## src/rtl/seg7_nibble_sequencer_pkg.sv

```systemverilog
// Shared types and sizing helpers for the 7-segment nibble sequencer.
package seg7_nibble_sequencer_pkg;

  typedef enum logic [1:0] {
    IDLE = 2'd0,
    SHOW = 2'd1,
    GAP  = 2'd2
  } seq_state_t;

  function automatic int unsigned clog2(input int unsigned v);
    int unsigned r;
    r = 0;
    while ((64'd1 << r) < 64'(v)) r++;
    return r;
  endfunction

  // A counter always needs at least one bit, even when both periods are 1.
  function automatic int unsigned timer_width(input int unsigned dwell,
                                              input int unsigned gap);
    int unsigned m;
    int unsigned w;
    m = (dwell > gap) ? dwell : gap;
    w = clog2(m);
    return (w == 0) ? 1 : w;
  endfunction

  localparam int unsigned DWELL_DEFAULT = 1000;
  localparam int unsigned GAP_DEFAULT   = 250;
  localparam int unsigned TIMER_W       = timer_width(DWELL_DEFAULT, GAP_DEFAULT);

endpackage

```

## src/rtl/seg7_dwell_timer.sv

```systemverilog
// Loadable down-counter that stops at zero and flags it.
module seg7_dwell_timer #(
  parameter int unsigned W = 10
) (
  input  logic         clk,
  input  logic         rst_n,
  input  logic         load,
  input  logic [W-1:0] load_value,
  input  logic         enable,
  output logic         zero
);

  logic [W-1:0] count;

  always_ff @(posedge clk) begin
    if (!rst_n) begin
      count <= '0;
    end else if (load) begin
      count <= load_value;
    end else if (enable && (count != '0)) begin
      count <= count - 1'b1;
    end
  end

  assign zero = (count == '0);

endmodule

```

## src/rtl/seg7_nibble_sequencer.sv

```systemverilog
// Presents a multi-nibble word one hex digit at a time, MSB first,
// each digit followed by a blanked gap.
module seg7_nibble_sequencer
  import seg7_nibble_sequencer_pkg::*;
#(
  parameter int unsigned NIBBLES      = 4,
  parameter int unsigned DWELL_CYCLES = 1000,
  parameter int unsigned GAP_CYCLES   = 250
) (
  input  logic                   clk,
  input  logic                   rst_n,
  input  logic [4*NIBBLES-1:0]   in_data,
  input  logic                   in_valid,
  output logic                   in_ready,
  input  logic                   repeat_en,
  output logic [3:0]             nibble,
  output logic                   blank,
  output logic                   dp,
  output logic                   busy
);

  localparam int unsigned TW = timer_width(DWELL_CYCLES, GAP_CYCLES);
  localparam int unsigned IW = (clog2(NIBBLES) == 0) ? 1 : clog2(NIBBLES);

  localparam logic [TW-1:0] DWELL_LD = TW'(DWELL_CYCLES - 1);
  localparam logic [TW-1:0] GAP_LD   = TW'(GAP_CYCLES - 1);
  localparam logic [IW-1:0] IDX_TOP  = IW'(NIBBLES - 1);

  seq_state_t                  state, state_n;
  logic [NIBBLES-1:0][3:0]     word, word_n;
  logic [IW-1:0]               idx, idx_n;
  logic                        t_load;
  logic [TW-1:0]               t_value;
  logic                        t_zero;
  logic                        accept;

  seg7_dwell_timer #(
    .W (TW)
  ) u_timer (
    .clk        (clk),
    .rst_n      (rst_n),
    .load       (t_load),
    .load_value (t_value),
    .enable     (state != IDLE),
    .zero       (t_zero)
  );

  always_ff @(posedge clk) begin
    if (!rst_n) begin
      state <= IDLE;
      word  <= '0;
      idx   <= '0;
    end else begin
      state <= state_n;
      word  <= word_n;
      idx   <= idx_n;
    end
  end

  assign in_ready = (state == IDLE) || ((state == GAP) && (idx == '0));
  assign accept   = in_valid && in_ready;

  // An accept wins over any timer expiry, which is what cuts the final gap short.
  always_comb begin
    state_n = state;
    word_n  = word;
    idx_n   = idx;
    t_load  = 1'b0;
    t_value = '0;
    if (accept) begin
      word_n  = in_data;
      idx_n   = IDX_TOP;
      t_load  = 1'b1;
      t_value = DWELL_LD;
      state_n = SHOW;
    end else begin
      case (state)
        SHOW: begin
          if (t_zero) begin
            state_n = GAP;
            t_load  = 1'b1;
            t_value = GAP_LD;
          end
        end
        GAP: begin
          if (t_zero) begin
            if (idx != '0) begin
              idx_n   = idx - 1'b1;
              state_n = SHOW;
              t_load  = 1'b1;
              t_value = DWELL_LD;
            end else if (repeat_en) begin
              idx_n   = IDX_TOP;
              state_n = SHOW;
              t_load  = 1'b1;
              t_value = DWELL_LD;
            end else begin
              state_n = IDLE;
            end
          end
        end
        default: ;
      endcase
    end
  end

  always_comb begin
    nibble = '0;
    blank  = 1'b1;
    dp     = 1'b0;
    busy   = (state != IDLE);
    if (state == SHOW) begin
      nibble = word[idx];
      blank  = 1'b0;
      dp     = (idx == IDX_TOP);
    end
  end

endmodule

```

## config.mk

```make
export PLATFORM = sky130hd
export DESIGN_NAME = seg7_nibble_sequencer
export DESIGN_NICKNAME = d
export VERILOG_FILES = /design/src/rtl/seg7_nibble_sequencer_pkg.sv /design/src/rtl/seg7_dwell_timer.sv /design/src/rtl/seg7_nibble_sequencer.sv
export SDC_FILE = /design/constraint.sdc
export NUM_CORES = 1
export LEC_CHECK = 0
export ABC_AREA = 1
export CAP_MARGIN = 0
export CORE_ASPECT_RATIO = 1.1
export CORE_MARGIN = 1
export CORE_UTILIZATION = 35
export CTS_CLUSTER_SIZE = 8
export DETAILED_ROUTE_END_ITERATION = 7
export PLACE_DENSITY = 0.68
export SYNTH_ARGS = -nofsm -noshare
export SYNTH_HDL_FRONTEND = slang
export SYNTH_SLANG_ARGS = --single-unit
```

## constraint.sdc

```tcl
create_clock -name clk -period 1.98 [get_ports clk]
set_input_delay 0.198 -clock clk [delete_from_list [all_inputs] [get_ports clk]]
set_output_delay 0.198 -clock clk [all_outputs]
set_load 0.01 [all_outputs]
```

==> results.txt, run 1 <==
Status - complete, no violations
Library cells used by synthesis - 27
# Max-Cap Violations - 0
Layout fillers - 485
Multiplexer share of the synthesized area - 0%
Final setup violation count - 0
XOR/XNOR share of the synthesized area - 1.51%
Hold Path End - word[12]
Layout Nets - 326
Clk_lat worst skew - 280 ps
Final wirelength - 4100 um
Met3 GRT Util - 2.78%
Unrepaired setup endpoints after global routing - no
Clock Skew - 9.28 ps
Post-synthesis simple-gate area fraction - 35.4%
H-tree levels - 2
Total clock sinks - 30
Final std cells w/o fill - 355
CTS buffer count - 5
DP Wirelength - 3060 um
Final hold vios - 0
Antenna viol nets, final - 0
Diodes inserted - 0
Grt met2 use - 29.8%
Post-Place Cells - 348
Hold WC Path Type - flop to flop
Switching Fraction - 31.7%
Die area - 5270 um2
Fin crit share - 93.0%
Average instance area after synthesis - 6.61 um2
DP Area - 2110 um2
Fin Hold WS - 477 ps
GPL Wtd Cong - 0.843
Crit Path Max Fanout - 5
Grt met1 use - 20.1%
Crit path top cell by count - inv_1
CTS root buffer - clkbuf_8
I/O Buffers - 27
CTS tree - yes
Rows - 26
Initial Util - 37.0%
Critical R2R Launch - state[0]
Fmax - 543 MHz
Grt ovf - 0
Total track usage - 17.0%
Worst hold start - word[12]
Leakage power total - 1.09 nW
Die height - 76.1 um
Adder-cell share of the synthesized area - 5.02%
Largest family of logic cells by synthesized area - simple AND/OR/NAND/NOR gates
CP top delay family - buffers and inverters
Critical Path Max Stage Delay - 580 ps
R2r endpoint - idx[0]
Synthesis-stage register bit count - 30
Maximum root-to-sink buffer count - 2
Core area - 4720 um2
Post-synthesis sequential area ratio - 34.4%
DRT iter0 DRCs - 66
Gate power share - 28.6%
Measured slew at the worst slew-check pin - 297 ps
Cts hold-fix bufs - 0
Final non-filler cell area - 2240 um2
Max_slew headroom - 80.2%
Ys Warns - 0
Syn Nets - 291
Initial antenna violation count - 0
# Post-CTS Setup Buffers - 0
Vias in the first global route - 1,675
Fraction of layout cells with a size suffix above 1 - 12.4%
Worst path bufs/invs - 3
Post-synth top area cell - dfxtp_1
Remaining DRCs - 0
Vias - 1,715
Critical path class - flop to output port
Worst EP arrival - 1640 ps
Slowest library cell on the worst path - clkdlybuf4s50_1
Total negative slack - 0 ps
Sequential Power Share - 38.1%
Switching component of the power - 0.602 mW
Synth Area in Compound Gates - 14.0%
Pint - 1.30 mW
Clock Power Share - 33.2%
Clock-pin slew on the worst setup and hold paths - 60 ps
Worst hold stages - 2
Post-Synthesis Cell Area - 1750 um2
Slew Viols, Final - 0
Crit end category - output port
Worst reg2reg setup slack - 200 ps
Critical path cell sequence - inv_1, ha_1, inv_1, clkdlybuf4s50_1
Post-layout total power - 1.90 mW
Synth area leaders - dfxtp_1, nor2_1, o21ai_0, nand2_1, inv_1
Power Dens Cells - 850 nW/um2
CP required - 1780 ps
First-pass GRT wire length - 7240 um
WL/cell - 11.5 um
Gr busiest metal - met2
Final min period - 1840 ps
Syn Inst Count - 264
Top cell type's share of synthesized area - 34.4%
TritonRoute pass-1 iters - 4
Post-DR vias/cell - 4.83
Peak supply drop - 0.372 mV
Reg2Reg Depth - 11
Area Growth Syn to Fin - 28.1%
Die X - 69.3 um
I/O Pins - 28
CP startpoint kind - flop
Largest net degree at the start of global routing - 20
-- sequential cells by signal, indices dropped and copies added, names as in the netlist --
| register | count |
|---|---|
| word | 16 |
| idx | 2 |
| state | 2 |
| u_timer.count | 10 |
-- cells in the final DEF (no fill, tap or decap), types with 2 or more instances in the layout --
cell and instances:
a21oi_1 9, a21oi_2 2, buf_4 9, clkbuf_8 6
clkdlybuf4s50_1 23, dfxtp_1 29, dlymetal6s2s_1 3, ha_1 7
inv_1 28, inv_2 6, nand2_1 37, nand2_2 3
nand3_1 14, nand4_1 5, nand4_4 2, nor2_1 67
nor2_2 3, nor2_4 2, o21ai_0 30, o31ai_1 2
xor2_1 2
-- Yosys cell counts (all sizes together) --
cell	number
dfxtp	30
xnor2	1
or2	1
inv	34
a31oi	1
clkbuf	4
nor2	72
o31ai	2
o21ai	32
buf	4
xor2	2
nand4	7
nand3	15
nand3b	1
a21oi	11
ha	7
nand2	40
-- worst max-delay path by stage --
stage | from | end | slack, ps | cells past startpoint
6_report | state[1] | blank | 140 | 4
5_1_grt | idx[1] | u_timer.count[1] | 20 | 11
3_3_place_gp | idx[1] | u_timer.count[5] | 210 | 10
4_1_cts | idx[1] | nibble[2] | 10 | 6
3_5_place_dp | idx[1] | u_timer.count[6] | 100 | 10
2_1_floorplan | idx[0] | u_timer.count[5] | 10 | 12
-- worst register-to-register path: cells and delay by family (launching register included) --
kind / cells / cell delay [ps]
AOI/OAI and AO/OA: 2 / 180
adders and majority gates: 1 / 240
buffers and inverters: 3 / 390
DFF: 1 / 350
and+or+nand+nor: 5 / 520
-- layout make-up --
| cell class | instances | area [um2] | share of cell area [%] |
|---|---|---|---|
| inverter | 34 | 128 | 5.71 |
| sequential | 30 | 602 | 26.9 |
| multi-input combinational | 192 | 980 | 43.8 |
| tap | 56 | 70.1 | 3.13 |
| clock buffer | 6 | 82.6 | 3.69 |
| clock inverter | 1 | 30.0 | 1.34 |
| timing repair buffer | 36 | 344 | 15.4 |
-- logic make-up (layout without fill, tap and decap cells) --
group | after synthesis | in the layout
and+or+nand+nor | 136 | 136
xor gates and xnor gates | 3 | 3
AOI/OAI and AO/OA | 46 | 46
buffers and inverters | 42 | 77
adders and majority gates | 7 | 7
DFF | 30 | 30
-- through the flow --
stage / setup slack, ps / utilization [%]
5_1_grt: 24.4 / 47.4
3_5_place_dp: 102 / 44.8
3_3_place_gp: 206 / 44.8
6_report: 138 / 47.4
4_1_cts: 12.2 / 47.2
2_1_floorplan: 11.0 / -
-- power groups by stage --
stage	clock, mW	sequential [mW]	combinational, mW
3_5_place_dp	0	0.737	0.545
3_3_place_gp	0	0.735	0.543
5_1_grt	0.672	0.733	0.621
6_report	0.631	0.724	0.544
2_1_floorplan	0	0.723	0.391
4_1_cts	0.653	0.724	0.547
-- layer usage --
metal  up-vias  routed length, um  part of all wire (%)
li1        910                  -                     -
met2        27               2020                    49
met3         7                106                   2.6
met1       771               1900                    46
met4         0                 66                   1.6
met5         -                  0                     0
-- what timing repair did --
action                     in CTS  in global routing
cloned                          0                  0
gates resized for setup         2                  4
setup endpoints to repair       4                  6
(Power assumes the default switching activity.)
==> run 2: changes to the inputs <==
DONT_BUFFER_PORTS = 1   (was unset)
GPL_TIMING_DRIVEN = 0   (was unset)
PLACE_DENSITY = 0.61   (was 0.68)
==> results.txt, run 2 (synthesis results as in run 1) <==
Status - complete, no violations
Total clock sinks - 30
Fmax - 551 MHz
Most common cell after layout, fill and taps aside - nor2_1
Switching component of the power - 0.612 mW
Hold WC Path Type - input port to flop
CTS buffer count - 5
Setup slack after layout - 166 ps
CP startpoint kind - flop
Grt ovf - 0
# Max-Cap Violations - 0
Power Dens Cells - 980 nW/um2
Maximum root-to-sink buffer count - 2
Critical path class - flop to flop
TritonRoute pass-1 iters - 6
Switching Fraction - 30.5%
Unrepaired setup endpoints after global routing - no
Pre-CTS setup slack - -442 ps
Total track usage - 16.3%
DP Wirelength - 2980 um
Worst hold stages - 2
Die X - 69.3 um
Max_slew headroom - 78.6%
Core area - 4720 um2
Clock-pin slew on the worst setup and hold paths - 70 ps
Rows - 26
Reg2Reg Depth - 11
Final min period - 1810 ps
Critical Path Max Stage Delay - 460 ps
Reg with most FFs - word
Pint - 1.39 mW
Remaining DRCs - 0
Peak supply drop - 0.424 mV
CP required - 2170 ps
Largest net degree at the start of global routing - 11
CTS root buffer - clkbuf_8
Clock Power Share - 38.9%
I/O Pins - 28
Gate power share - 24.9%
Commonest cells after routing, fill and taps aside - nor2_1, nand2_1, dfxtp_1, o21ai_0, inv_1
Fin Hold WS - 41.2 ps
Slowest library cell on the worst path - dfxtp_1
Initial antenna violation count - 0
Final setup violation count - 0
Worst EP arrival - 2000 ps
Clk_lat worst skew - 280 ps
Vias in the first global route - 1,524
Gr busiest metal - met2
Grt met1 use - 19.3%
Vias - 1,640
Total negative slack - 0 ps
Critical R2R Launch - idx[1]
Clock Skew - 6.25 ps
Leakage power total - 0.953 nW
Grt met2 use - 27.3%
Final Util - 43.4%
CTS tree - yes
Final hold vios - 0
CP top delay family - simple AND/OR/NAND/NOR gates
Worst path bufs/invs - 3
Worst hold start - rst_n
Biggest regs - word (16), u_timer.count (10)
Diodes inserted - 0
DRT iter0 DRCs - 65
Critical path cell sequence - inv_1, ha_4, nand2_1, nand2_2, nand2_4, buf_6, nand2_1, o31ai_1, o21ai_0, nand2_1, inv_1
Crit end category - flop
Fin crit share - 91.6%
Slew Viols, Final - 0
Max reg flops - 16
Met3 GRT Util - 4.23%
Sequential Power Share - 36.2%
Antenna viol nets, final - 0
Area Growth Syn to Fin - 17.2%
Initial Util - 37.0%
First-pass GRT wire length - 6830 um
Hold Path End - word[5]
Die area - 5270 um2
R2r endpoint - idx[0]
Final wirelength - 4020 um
Crit Path Max Fanout - 10
Layout Nets - 299
Measured slew at the worst slew-check pin - 321 ps
I/O Buffers - 0
GPL Wtd Cong - 0.788
Crit path top cell by count - nand2_1
H-tree levels - 2
Fraction of layout cells with a size suffix above 1 - 15.0%
WL/cell - 12.2 um
Post-DR vias/cell - 4.98
Worst reg2reg setup slack - 170 ps
Die height - 76.1 um
-- run 2: cell types whose count changed in the layout (fill, tap and decap cells not counted), sizes merged --
cell	previous run	this run
buf	9	7
bufinv	1	2
clkbuf	6	8
clkdlybuf4s50	23	0
dlygate4sd2	1	0
dlymetal6s2s	3	0
-- run 2: power groups by stage --
stage / combinational (mW) / sequential [mW] / clock [mW]
6_report: 0.499 / 0.725 / 0.779
3_5_place_dp: 0.473 / 0.737 / 0
4_1_cts: 0.492 / 0.724 / 0.797
5_1_grt: 0.584 / 0.734 / 0.821
3_3_place_gp: 0.468 / 0.735 / 0
2_1_floorplan: 0.391 / 0.723 / 0
-- run 2: how the worst max path moves through the flow --
stage               startpoint               end  slack (ps)  cells after the start
floorplan               idx[0]  u_timer.count[5]          10                     12
global placement        idx[0]  u_timer.count[5]        -410                     12
detailed placement      idx[0]  u_timer.count[6]        -440                     12
CTS                     idx[0]            idx[0]          20                     13
global route            idx[0]            idx[0]          20                     13
finish                  idx[1]            idx[0]         170                     11
-- run 2: area by class of cell --
type | instances | area (um2)
clock buffer | 6 | 82.6
multi-input combinational | 192 | 1030
timing repair buffer | 1 | 7.51
inverter | 34 | 128
fill | 504 | 2670
buffer | 8 | 63.8
clock inverter | 2 | 60.1
sequential | 30 | 601
tap | 56 | 70.1
-- run 2: metrics by stage --
step	power (mW)	std cells	cell area (um2)
floorplan	1.11	264	1750
global placement	1.20	320	1820
detailed placement	1.21	320	1820
CTS	2.01	328	2010
global route	2.14	329	2050
finish	2.00	329	2050
-- run 2: routing by layer --
metal	vias to the layer above	wire (um)
li1	857	-
met1	737	1870
met2	37	1890
met3	9	180
met4	0	78
met5	-	0
-- run 2: worst reg2reg max path: stages, from the launching register on --
cell,delay (ps)
dfxtp_1,460
inv_1,200
ha_4,210
nand2_1,70
nand2_2,90
nand2_4,140
buf_6,160
nand2_1,110
o31ai_1,80
o21ai_0,110
nand2_1,70
inv_1,30
-- run 2: what timing repair did --
action | CTS | global route
setup buffers | 0 | 1
hold buffers | 0 | 0
setup endpoints to repair | 30 | 23
pin swaps | 2 | 1
gates resized for setup | 15 | 9
